[src/rtl/gpio_pkg.sv]
// Shared constants for the GPIO register block: register offsets, decoded
// address width and the default pin count.
package gpio_pkg;

  localparam int GPIO_DEFAULT_GW = 32;

  // Word index taken from byte address bits [7:2]
  localparam int REG_IDX_W = 6;
  typedef logic [REG_IDX_W-1:0] reg_idx_t;

  localparam logic [7:0] GPIO_DATA_OUT = 8'h00;
  localparam logic [7:0] GPIO_DIR      = 8'h04;
  localparam logic [7:0] GPIO_DATA_IN  = 8'h08;
  localparam logic [7:0] GPIO_INT_EN   = 8'h0C;
  localparam logic [7:0] GPIO_INT_TYPE = 8'h10;
  localparam logic [7:0] GPIO_INT_POL  = 8'h14;
  localparam logic [7:0] GPIO_INT_STAT = 8'h18;

  function automatic reg_idx_t to_idx(input logic [7:0] byte_off);
    return byte_off[7:2];
  endfunction

endpackage

[src/rtl/gpio_sync.sv]
// GW-wide two-flop input synchronizer with an extra delay stage so callers
// can compare the current synchronized value (s2) against the previous one (s3).
module gpio_sync #(
  parameter int GW = 32
) (
  input  logic          clk,
  input  logic          rst,
  input  logic [GW-1:0] d,
  output logic [GW-1:0] s2,
  output logic [GW-1:0] s3
);

  logic [GW-1:0] s1;

  always_ff @(posedge clk or posedge rst) begin
    if (rst) begin
      s1 <= '0;
      s2 <= '0;
      s3 <= '0;
    end else begin
      s1 <= d;
      s2 <= s1;
      s3 <= s2;
    end
  end

endmodule

[src/rtl/gpio_regs.sv]
// GPIO register file and pin control: output/direction registers, synchronized
// inputs, edge/level interrupt status and a registered interrupt request.
module gpio_regs
  import gpio_pkg::*;
#(
  parameter int GW = GPIO_DEFAULT_GW,
  parameter int AW = 32,
  parameter int DW = 32
) (
  input  logic          clk,
  input  logic          rst,
  input  logic [DW-1:0] reg_wdata_i,
  input  logic          reg_wen_i,
  input  logic          reg_ren_i,
  input  logic [AW-1:0] reg_addr_i,
  output logic [DW-1:0] reg_rdata_o,
  input  logic [GW-1:0] gpio_i,
  output logic [GW-1:0] gpio_o,
  output logic [GW-1:0] gpio_oe_o,
  output logic          irq_o
);

  reg_idx_t      addr_idx;
  logic [GW-1:0] wdata;

  logic [GW-1:0] data_out;
  logic [GW-1:0] dir;
  logic [GW-1:0] int_en;
  logic [GW-1:0] int_type;
  logic [GW-1:0] int_pol;
  logic [GW-1:0] int_stat;

  logic [GW-1:0] s2;
  logic [GW-1:0] s3;
  logic [GW-1:0] evt;
  logic [GW-1:0] lvl;
  logic [GW-1:0] w1c;
  logic [GW-1:0] stat_nxt;

  logic we_data_out;
  logic we_dir;
  logic we_int_en;
  logic we_int_type;
  logic we_int_pol;
  logic we_int_stat;

  assign addr_idx = reg_addr_i[7:2];
  assign wdata    = reg_wdata_i[GW-1:0];

  // Read strobe and undecoded address bits carry no function here
  logic unused_bits;
  assign unused_bits = ^{reg_ren_i, reg_addr_i[AW-1:8], reg_addr_i[1:0]};

  if (DW > GW) begin : g_wide_bus
    logic unused_wdata;
    assign unused_wdata = ^reg_wdata_i[DW-1:GW];
  end

  gpio_sync #(
    .GW (GW)
  ) u_sync (
    .clk (clk),
    .rst (rst),
    .d   (gpio_i),
    .s2  (s2),
    .s3  (s3)
  );

  always_comb begin
    we_data_out = 1'b0;
    we_dir      = 1'b0;
    we_int_en   = 1'b0;
    we_int_type = 1'b0;
    we_int_pol  = 1'b0;
    we_int_stat = 1'b0;
    if (reg_wen_i) begin
      unique case (addr_idx)
        to_idx(GPIO_DATA_OUT): we_data_out = 1'b1;
        to_idx(GPIO_DIR):      we_dir      = 1'b1;
        to_idx(GPIO_INT_EN):   we_int_en   = 1'b1;
        to_idx(GPIO_INT_TYPE): we_int_type = 1'b1;
        to_idx(GPIO_INT_POL):  we_int_pol  = 1'b1;
        to_idx(GPIO_INT_STAT): we_int_stat = 1'b1;
        default: ;
      endcase
    end
  end

  // Edge bits are sticky with set winning over W1C; level bits track the pin.
  assign evt      = int_type & ((s2 & ~s3 & int_pol) | (~s2 & s3 & ~int_pol));
  assign lvl      = ~(s2 ^ int_pol);
  assign w1c      = we_int_stat ? wdata : '0;
  assign stat_nxt = (int_type & ((int_stat & ~w1c) | evt)) | (~int_type & lvl);

  always_ff @(posedge clk or posedge rst) begin
    if (rst) begin
      data_out <= '0;
      dir      <= '0;
      int_en   <= '0;
      int_type <= '0;
      int_pol  <= '0;
      int_stat <= '0;
      irq_o    <= 1'b0;
    end else begin
      if (we_data_out) data_out <= wdata;
      if (we_dir)      dir      <= wdata;
      if (we_int_en)   int_en   <= wdata;
      if (we_int_type) int_type <= wdata;
      if (we_int_pol)  int_pol  <= wdata;
      int_stat <= stat_nxt;
      irq_o    <= |(int_stat & int_en);
    end
  end

  always_comb begin
    reg_rdata_o = '0;
    unique case (addr_idx)
      to_idx(GPIO_DATA_OUT): reg_rdata_o = DW'(data_out);
      to_idx(GPIO_DIR):      reg_rdata_o = DW'(dir);
      to_idx(GPIO_DATA_IN):  reg_rdata_o = DW'(s2);
      to_idx(GPIO_INT_EN):   reg_rdata_o = DW'(int_en);
      to_idx(GPIO_INT_TYPE): reg_rdata_o = DW'(int_type);
      to_idx(GPIO_INT_POL):  reg_rdata_o = DW'(int_pol);
      to_idx(GPIO_INT_STAT): reg_rdata_o = DW'(int_stat);
      default:               reg_rdata_o = '0;
    endcase
  end

  assign gpio_o    = data_out;
  assign gpio_oe_o = dir;

endmodule

[config.mk]
export PLATFORM = sky130hd
export DESIGN_NAME = gpio_regs
export DESIGN_NICKNAME = d
export VERILOG_FILES = /design/src/rtl/gpio_pkg.sv /design/src/rtl/gpio_sync.sv /design/src/rtl/gpio_regs.sv
export SDC_FILE = /design/constraint.sdc
export NUM_CORES = 1
export LEC_CHECK = 0
export CORE_UTILIZATION = 46
export DETAILED_ROUTE_END_ITERATION = 10
export GPL_ROUTABILITY_DRIVEN = 0
export PLACE_DENSITY = 0.71
export RECOVER_POWER = 100
export REMOVE_ABC_BUFFERS = 1
export SLEW_MARGIN = 20
export SYNTH_ARGS = -nofsm -noshare
export SYNTH_HDL_FRONTEND = slang
export SYNTH_SLANG_ARGS = --single-unit
[constraint.sdc]
create_clock -name clk -period 10.6 [get_ports clk]
set_input_delay 1.59 -clock clk [delete_from_list [all_inputs] [get_ports clk]]
set_output_delay 1.59 -clock clk [all_outputs]
set_load 0.03 [all_outputs]
==> results.md, run 1 <==
- The run finished, with violations left.
- The final reports fail on design-rule violations, max-capacitance violations, max-slew violations.
- The endpoint type of the worst setup path is an output port.
- The share of the yosys chip area belonging to registers is 0.5841.
- The number of nets in the layout is around 1,200.
- Max-cap violations in this run came to 8.
- The most used flip-flop cell after synthesis is sky130_fd_sc_hd__dfrtp_1.
- For this block, the routed nets add up to around 31,000 um of wire.
- Summing every instance area after synthesis gives around 0.012 mm2.
- The clock-pin slew on the worst setup and hold paths is around 60 ps.
- The number of H-tree levels is 1.
- IR analysis of the VDD net gives a maximum drop of approximately 0.00011 V.
- Traced cell by cell, the critical path runs through dlygate4sd3_1 > clkbuf_1 > nor2_1 > clkbuf_1 > a22o_1 > a221o_1 > dlygate4sd3_1.
- Static timing analysis puts the maximum clock frequency at about 130 MHz.
- The number of hold buffers added after cts is 0.
- The worst pin sits at a relative slew slack of -3.076.
- The total power divided by cell area is 184.3 mW/mm2.
- The multi-input gate area in the final layout is 0.004765 mm2.
- The die outline height is 166.1 um.
- The detailed router placed between 8,000 and 9,000 vias in this run.
- The first-pass GRT wire length is about 50,000 um.
- Setup repair after global routing left no endpoint under its margin.
- The TritonCTS buffer count is 30.
- Post-CTS repair changed the size of 0 cells.
- The worst setup path category is input port to output port.
- Global routing finished with a remaining overflow of 0.
- On the worst path, the slowest cell contributes a delay of about 1500 ps.
- Between clock sinks in the finished design, the worst skew comes to ~9.4 ps.
- The quantity of I/O buffers inserted on ports is roughly 170.
- In this run the worst hold path is classified as register to register.
- The number of core rows is a little under 60.
- The die width is roughly 170 um.
- Once detailed placement completed, the half-perimeter wirelength came to 19,730 um.
- In this run the post-CTS setup repair buffer count came out at 0.
- The maximum count of clock buffers along a single path is 3.
- The clock sink count is 289.
- The initial antenna violation count came to 0.
- After detailed placement, the total cell area comes to 0.01436 mm2.
- The worst setup path is launched from an input port.
- The filler cells instantiated in the layout total between 2,000 and 2,500.
- The number of global-route vias before repair is approximately 8,500.
- The static leakage is between 7 and 8 nW.
- The number of enable flip-flop cells after synthesis is 0.
- TritonCTS built the clock tree.
- Before CTS, the worst setup slack after placement is between 4000 and 5000 ps.
- STA puts the critical path data required time at 9010 ps.
- between 150 and 200 I/O pins were placed.
- Of all nets on the critical path, the largest fanout is 34.
- For this run, the total global-route usage over all layers was measured as 0.2310.
- 0 antenna diodes ended up in the layout.
- The DRC marker count from the first detailed-route iteration is 526.
- The area growth from synthesis to layout is 22.75%.
- The transition time of the tightest slew-check pin is a little over 6000 ps.
- Entering global routing, the biggest net connects roughly 140 pins.
- The count of final hold-check violations is 0.
- The floorplan core area is ~0.026 mm2.
- The floorplan step defined a die boundary enclosing about 0.028 mm2.
- Dividing the detail-routed wire length by the instance count gives 21.23 um.
- In the final layout, flip-flops and latches occupy ~0.0072 mm2.
- The final worst-path cycle share is 0.7273.
- The first-pass iteration count of the detailed router is 8.
- Yosys mapped the design onto 36 distinct sky130hd cell types.
- The average instance in the mapped netlist occupies between 10 and 15 um2.
- During synthesis, Yosys emitted a total of 0 warnings.
- The number of pins with negative max-slew slack in the final report came to between 400 and 500.
- The arrival time at the worst endpoint is roughly 6100 ps.
- In this run the clock root is driven by a sky130_fd_sc_hd__clkbuf_16.
- On the critical path, the stage with the largest delay is an instance of sky130_fd_sc_hd__clkbuf_1.
- After routing, the total negative slack on setup checks comes to 0 ps.
- The area of all placed cells without fillers is about 0.015 mm2.
- The residual DRC count is 10.
- The ratio of cells with drive above 1 in the final layout is 0.07130.
- Synthesis inferred 289 register bits.
- The initial utilization of the core area, before any placement, comes to 0.4724.
- The share of synthesized flip-flops with an asynchronous set or reset is 1.000.
- The number of placed instances, taps included, is 1,419.
- Subtracting the final worst setup slack from the clock period gives 7709 ps.
- The final antenna-violating net count is 0.
- Setup slack closes at ~2900 ps.
- The mean number of vias per cell is about 5.8.
- The number of non-filler instances in the completed layout is between 1,000 and 1,500.
- The total of endpoints with negative setup slack in the final report is 0.
- The total power draw is 0.002800 W.
- The clock latency on the worst-skew pair is 550 ps.
- Synthesis produced a netlist whose cell count is 949.
-- cells in the mapped netlist (2+ instances only) --
master | instances | area share
sky130_fd_sc_hd__nor3_1 | 33 | 0.013
sky130_fd_sc_hd__nand4_1 | 5 | 0.0025
sky130_fd_sc_hd__mux2i_1 | 22 | 0.018
sky130_fd_sc_hd__nand2_1 | 84 | 0.025
sky130_fd_sc_hd__o221ai_1 | 11 | 0.0078
sky130_fd_sc_hd__and2_1 | 3 | 0.0015
sky130_fd_sc_hd__nor2b_1 | 36 | 0.018
sky130_fd_sc_hd__buf_4 | 2 | 0.0012
sky130_fd_sc_hd__a21oi_1 | 65 | 0.026
sky130_fd_sc_hd__mux2_1 | 144 | 0.13
sky130_fd_sc_hd__buf_2 | 18 | 0.0073
sky130_fd_sc_hd__or3_1 | 32 | 0.016
sky130_fd_sc_hd__a22o_1 | 25 | 0.018
sky130_fd_sc_hd__or4_1 | 2 | 0.0012
sky130_fd_sc_hd__buf_1 | 3 | 0.00091
sky130_fd_sc_hd__dfrtp_1 | 289 | 0.58
sky130_fd_sc_hd__o22ai_1 | 13 | 0.0066
sky130_fd_sc_hd__and3_1 | 3 | 0.0015
sky130_fd_sc_hd__a221o_1 | 13 | 0.011
sky130_fd_sc_hd__clkbuf_1 | 20 | 0.0061
sky130_fd_sc_hd__mux2_4 | 30 | 0.036
sky130_fd_sc_hd__nor2_1 | 2 | 0.00061
sky130_fd_sc_hd__buf_6 | 6 | 0.0055
sky130_fd_sc_hd__a22oi_1 | 57 | 0.035
sky130_fd_sc_hd__mux2_2 | 20 | 0.018
-- per-stage QoR --
| stage | hold WS (ps) | utilization |
|---|---|---|
| finish | 344.8 | 0.5799 |
| global route | 348.4 | 0.5799 |
| global placement | 333.8 | 0.5479 |
| detailed placement | 334.7 | 0.5479 |
| floorplan | 331.2 | - |
| CTS | 348.3 | 0.5862 |
-- power by group --
part	internal (W)	switching (W)	total, W
registers	0.00123	0.000117	0.00135
logic	0.000186	0.000214	0.000399
clock network	0.000633	0.000422	0.00106
-- sequential cells by signal, indices dropped and copies added, names as in the netlist --
name,count
gpio_o,32
gpio_oe_o,32
int_en,32
int_pol,32
int_stat,32
int_type,32
irq_o,1
u_sync.s1,32
u_sync.s2,32
u_sync.s3,32
-- placed cells by master (no fill, tap or decap), types with 2 or more instances in the layout --
master | netlist | final
sky130_fd_sc_hd__clkbuf_16 | 0 | 30
sky130_fd_sc_hd__a22o_1 | 25 | 25
sky130_fd_sc_hd__and2_0 | 0 | 2
sky130_fd_sc_hd__or3_1 | 32 | 32
sky130_fd_sc_hd__nor3_1 | 33 | 33
sky130_fd_sc_hd__clkinv_2 | 0 | 5
sky130_fd_sc_hd__nor2_1 | 2 | 2
sky130_fd_sc_hd__clkbuf_8 | 0 | 10
sky130_fd_sc_hd__a221o_1 | 13 | 13
sky130_fd_sc_hd__clkbuf_2 | 0 | 2
sky130_fd_sc_hd__or4_1 | 2 | 2
sky130_fd_sc_hd__nor2b_1 | 36 | 36
sky130_fd_sc_hd__a22oi_1 | 57 | 57
sky130_fd_sc_hd__dlygate4sd3_1 | 0 | 131
sky130_fd_sc_hd__o221ai_1 | 11 | 11
sky130_fd_sc_hd__mux2_2 | 20 | 20
sky130_fd_sc_hd__o22ai_1 | 13 | 13
sky130_fd_sc_hd__nand2_1 | 84 | 84
sky130_fd_sc_hd__a21oi_1 | 65 | 65
sky130_fd_sc_hd__mux2i_1 | 22 | 22
sky130_fd_sc_hd__bufinv_16 | 0 | 2
sky130_fd_sc_hd__clkdlybuf4s50_1 | 0 | 37
sky130_fd_sc_hd__and3_1 | 3 | 3
sky130_fd_sc_hd__nand3_1 | 1 | 2
sky130_fd_sc_hd__dfrtp_1 | 289 | 289
sky130_fd_sc_hd__buf_4 | 2 | 7
sky130_fd_sc_hd__nand4_1 | 5 | 5
sky130_fd_sc_hd__clkbuf_1 | 20 | 10
sky130_fd_sc_hd__mux2_1 | 144 | 173
-- layer usage --
layer | part of all wire | GRT usage | vias up
met5 | 0 | 0 | -
met3 | 0.061 | 0.03646 | 45
met2 | 0.48 | 0.3737 | 295
met4 | 0.020 | 0.06054 | 0
li1 | - | - | 3847
met1 | 0.44 | 0.3250 | 4294
-- logic make-up (layout without fill, tap and decap cells) --
group                  Yosys count  count (layout)  synth area share
AND/OR/NAND/NOR                208             208           0.08691
flip-flops                     289             289            0.5841
AO/OA/AOI/OAI                  186             186            0.1044
multiplexers                   216             216            0.2033
buffers and inverters           50             237           0.02122
-- path summary, 6_finish.rpt --
check | to | slack, ps | start | cells past startpoint
min in group asynchronous | gpio_oe_o[2] | 3410 | rst | 2
max in group asynchronous | int_stat[30] | 3530 | rst | 3
worst max-delay path | reg_rdata_o[13] | 2890 | reg_addr_i[3] | 7
worst min register to register | u_sync.s2[27] | 340 | u_sync.s1[27] | 0
worst min-delay path | u_sync.s2[27] | 340 | u_sync.s1[27] | 0
worst max register to register | irq_o | 8980 | int_en[25] | 3
-- critical path, delay by kind of cell --
| kind | cells | cell delay [ps] |
|---|---|---|
| AO/OA/AOI/OAI | 2 | 810 |
| AND/OR/NAND/NOR | 1 | 260 |
| buffers and inverters | 4 | 3430 |
-- cell type report --
class                      instances  share of cell area
clock buffer                      44             0.05944
clock inverter                     8            0.006669
inverter                           1           0.0003293
multi-input combinational        610              0.3135
sequential                       289              0.4759
tap                              335             0.02758
timing repair buffer             184              0.1166
Power figures use the tool's default switching activity.
==> run 2: changes to the inputs <==
==> constraint.sdc (replaced) <==
create_clock -name clk -period 8 [get_ports clk]
set_input_delay 1.2 -clock clk [delete_from_list [all_inputs] [get_ports clk]]
set_output_delay 1.2 -clock clk [all_outputs]
set_load 0.03 [all_outputs]
==> results.md, run 2 (synthesis results as in run 1) <==
- The final worst-path cycle share is 0.8602.
- The total of endpoints with negative setup slack in the final report came to 0 (unchanged).
- The detailed-route wire length per cell is 21.46 um (+1.1%).
- The endpoint identified for the worst register-to-register timing path is irq_o.
- The root buffer cell chosen for the clock tree is sky130_fd_sc_hd__clkbuf_16.
- Setup repair after global routing left no endpoint under its margin.
- The detailed-route via count is 8,533 (+0.61%).
- In this run the most critical hold path is launched from u_sync.s1[1].
- The residual DRC count came to 10 (unchanged).
- The critical path is of the input port to output port type.
- The path with the worst hold slack has its endpoint at u_sync.s2[1].
- The number of hold buffers added after cts is 0 (unchanged).
- The flow ran to the end, but the final reports show violations.
- The cell area after placement came to 0.01436 mm2 (about the same).
- The aggregate global routing overflow is 0 (unchanged).
- The clock sink count is 289 (unchanged).
- The area overhead of the layout relative to synthesis is 22.34%.
- The floorplan core area is 0.02621 mm2 (unchanged).
- The static leakage was 7.082 nW (-0.55%).
- The maximum count of clock buffers along a single path came to 3 (unchanged).
- The number of H-tree levels was 1 (unchanged).
- The final-layout worst hold slack came to 345.6 ps (+0.7530 ps).
- The number of core rows is 59 (unchanged).
- The number of nets in the layout is 1,214 (-0.16%).
- The cell with the largest stage delay on the worst path is sky130_fd_sc_hd__clkbuf_1.
- The upper clock frequency limit is between 100 and 150 MHz.
- The quantity of I/O buffers inserted on ports is 169 (unchanged).
- The final reports fail on design-rule violations, max-capacitance violations, max-slew violations.
- The arrival time at the worst endpoint is 5680 ps (-440 ps).
- The maximum fanout along the worst path is 34 (unchanged).
- The number of setup buffers added after CTS is 0 (unchanged).
- The worst setup path is captured at an output port.
- The number of primary I/O pins is 197 (unchanged).
- The maximum clock skew at final layout is 24.25 ps (+14.84 ps).
- The number of pins with negative max-slew slack in the final report is 256 (-43%).
- Leaving out fill and tap cells, the most frequent cells in the layout are 289 x sky130_fd_sc_hd__dfrtp_1, 173 x sky130_fd_sc_hd__mux2_1, 130 x sky130_fd_sc_hd__dlygate4sd3_1.
- The first-pass iteration count of the detailed router is 10 (+2).
- The first-pass GRT wire length is 50,590 um (+1.5%).
- The DRC marker count from the first detailed-route iteration is 619 (+18%).
- The TritonCTS buffer count came to 30 (unchanged).
- The total power draw came to 0.003681 W (+31%).
- The count of cells resized by post-cts repair is 0 (unchanged).
- The depth of the worst register-to-register path is 3 (unchanged).
- The count of final hold-check violations came to 0 (unchanged).
- The worst slew margin relative to its limit was -2.545 (+0.5311).
- TritonCTS built the clock tree.
- The transition time of the tightest slew-check pin was 5289 ps (-792.2 ps).
- The shortest clock period the worst path allows after layout is slightly below 7000 ps.
- The effective utilization at floorplan is 0.4724 (unchanged).
- Walking the worst path, the cells encountered are dlygate4sd3_1 > clkbuf_1 > nor2_1 > buf_4 > a22o_1 > a221o_1 > dlygate4sd3_1.
- The type of the tightest min-delay check is register to register.
- The sort of element at the start of the critical path is an input port.
- The detailed placer's ending HPWL came to 20,080 um (+1.8%).
- The die width is 166.1 um (unchanged).
- Leaving out fill and tap cells, the most frequent cell in the layout is sky130_fd_sc_hd__dfrtp_1.
- The clock-pin slew on the worst setup and hold paths is 60 ps (about the same).
- The area of the die is 0.02757 mm2 (unchanged).
- The worst voltage drop across the vdd grid was 0.0001514 V (+33%).
- The most used cell along the critical path is sky130_fd_sc_hd__dlygate4sd3_1.
- The number of global-route vias before repair is 8,851 (+3.6%).
- The number of instances on the worst hold path is 0 (unchanged).
- The reg2reg setup slack was 6390 ps (-2590 ps).
- The die outline height was 166.1 um (unchanged).
- The final wirelength is 31,610 um (+1.2%).
- The final antenna-violating net count is 0 (unchanged).
- The total global-route track usage came to 0.2338 (+0.002792).
- The final core utilization was 0.5780 (-0.001910).
- The number of diodes is 0 (unchanged).
- The total power divided by cell area is 243.0 mW/mm2 (+32%).
- The delay of the slowest cell on the worst path is 1430 ps (-40 ps).
- The worst register-to-register path begins at int_stat[20].
- The ratio of cells with drive above 1 in the final layout is 0.06503 (-0.006276).
- The critical path data required time is 6800 ps (-2210 ps).
- The clock latency on the worst-skew pair is 560 ps (about the same).
- The mean number of vias per cell is 5.793 (+0.48%).
- The maximum number of pins on one net before global-route repair is 170 (+20%).
- The initial antenna violation count is 1 (+1).
- The number of violations of the max-capacitance limit is 5 (-3).
- The area of all placed cells without fillers was 0.01515 mm2 (-0.33%).
-- run 2: worst max path at each step --
stage / from / endpoint / slack (ps) / cells after the start
global placement: reg_addr_i[4] / reg_rdata_o[4] / 1850 / 7
global route: reg_addr_i[3] / reg_rdata_o[19] / 850 / 7
CTS: reg_addr_i[4] / reg_rdata_o[4] / 1840 / 7
finish: reg_addr_i[3] / reg_rdata_o[4] / 1120 / 7
detailed placement: reg_addr_i[4] / reg_rdata_o[4] / 1840 / 7
floorplan: rst / gpio_o[0] / -1180 / 1
-- run 2: where the power goes --
group	internal, W	switching (W)	total, W	leakage [nW]
logic	0.000247	0.000284	0.000531	2.98
clock network	0.000792	0.000571	0.00136	0.475
registers	0.00163	0.000158	0.00179	3.63
total	0.00267	0.00101	0.00368	7.08
-- run 2: stage by stage --
stage | worst slack, ps | instances | TNS (ps)
after detailed placement | 1844 | 1417 | 0
final | 1119 | 1473 | 0
after global routing | 853.9 | 1473 | 0
after floorplan | -1177 | 900 | -340260
after global placement | 1854 | 1417 | 0
after CTS | 1837 | 1473 | 0
-- run 2: metal layers --
metal,vias to the layer above,routed length (um),global-route usage
met3,56,1786,0.03527
met4,2,876,0.07558
met2,302,14870,0.3706
met5,-,13,0
met1,4312,14070,0.3312
li1,3861,-,-
-- run 2: cell type report --
type	count	area, um2
fill	2165	11060
timing repair buffer	182	1774
inverter	1	5.005
sequential	289	7232
clock buffer	49	892.1
multi-input combinational	610	4750
clock inverter	7	75.07
tap	335	419.2
-- run 2: critical path: cells and delay by family --
kind                   cells  cell delay, ps
buffers and inverters      4            3110
AOI/OAI and AO/OA          2             600
and+or+nand+nor            1             730
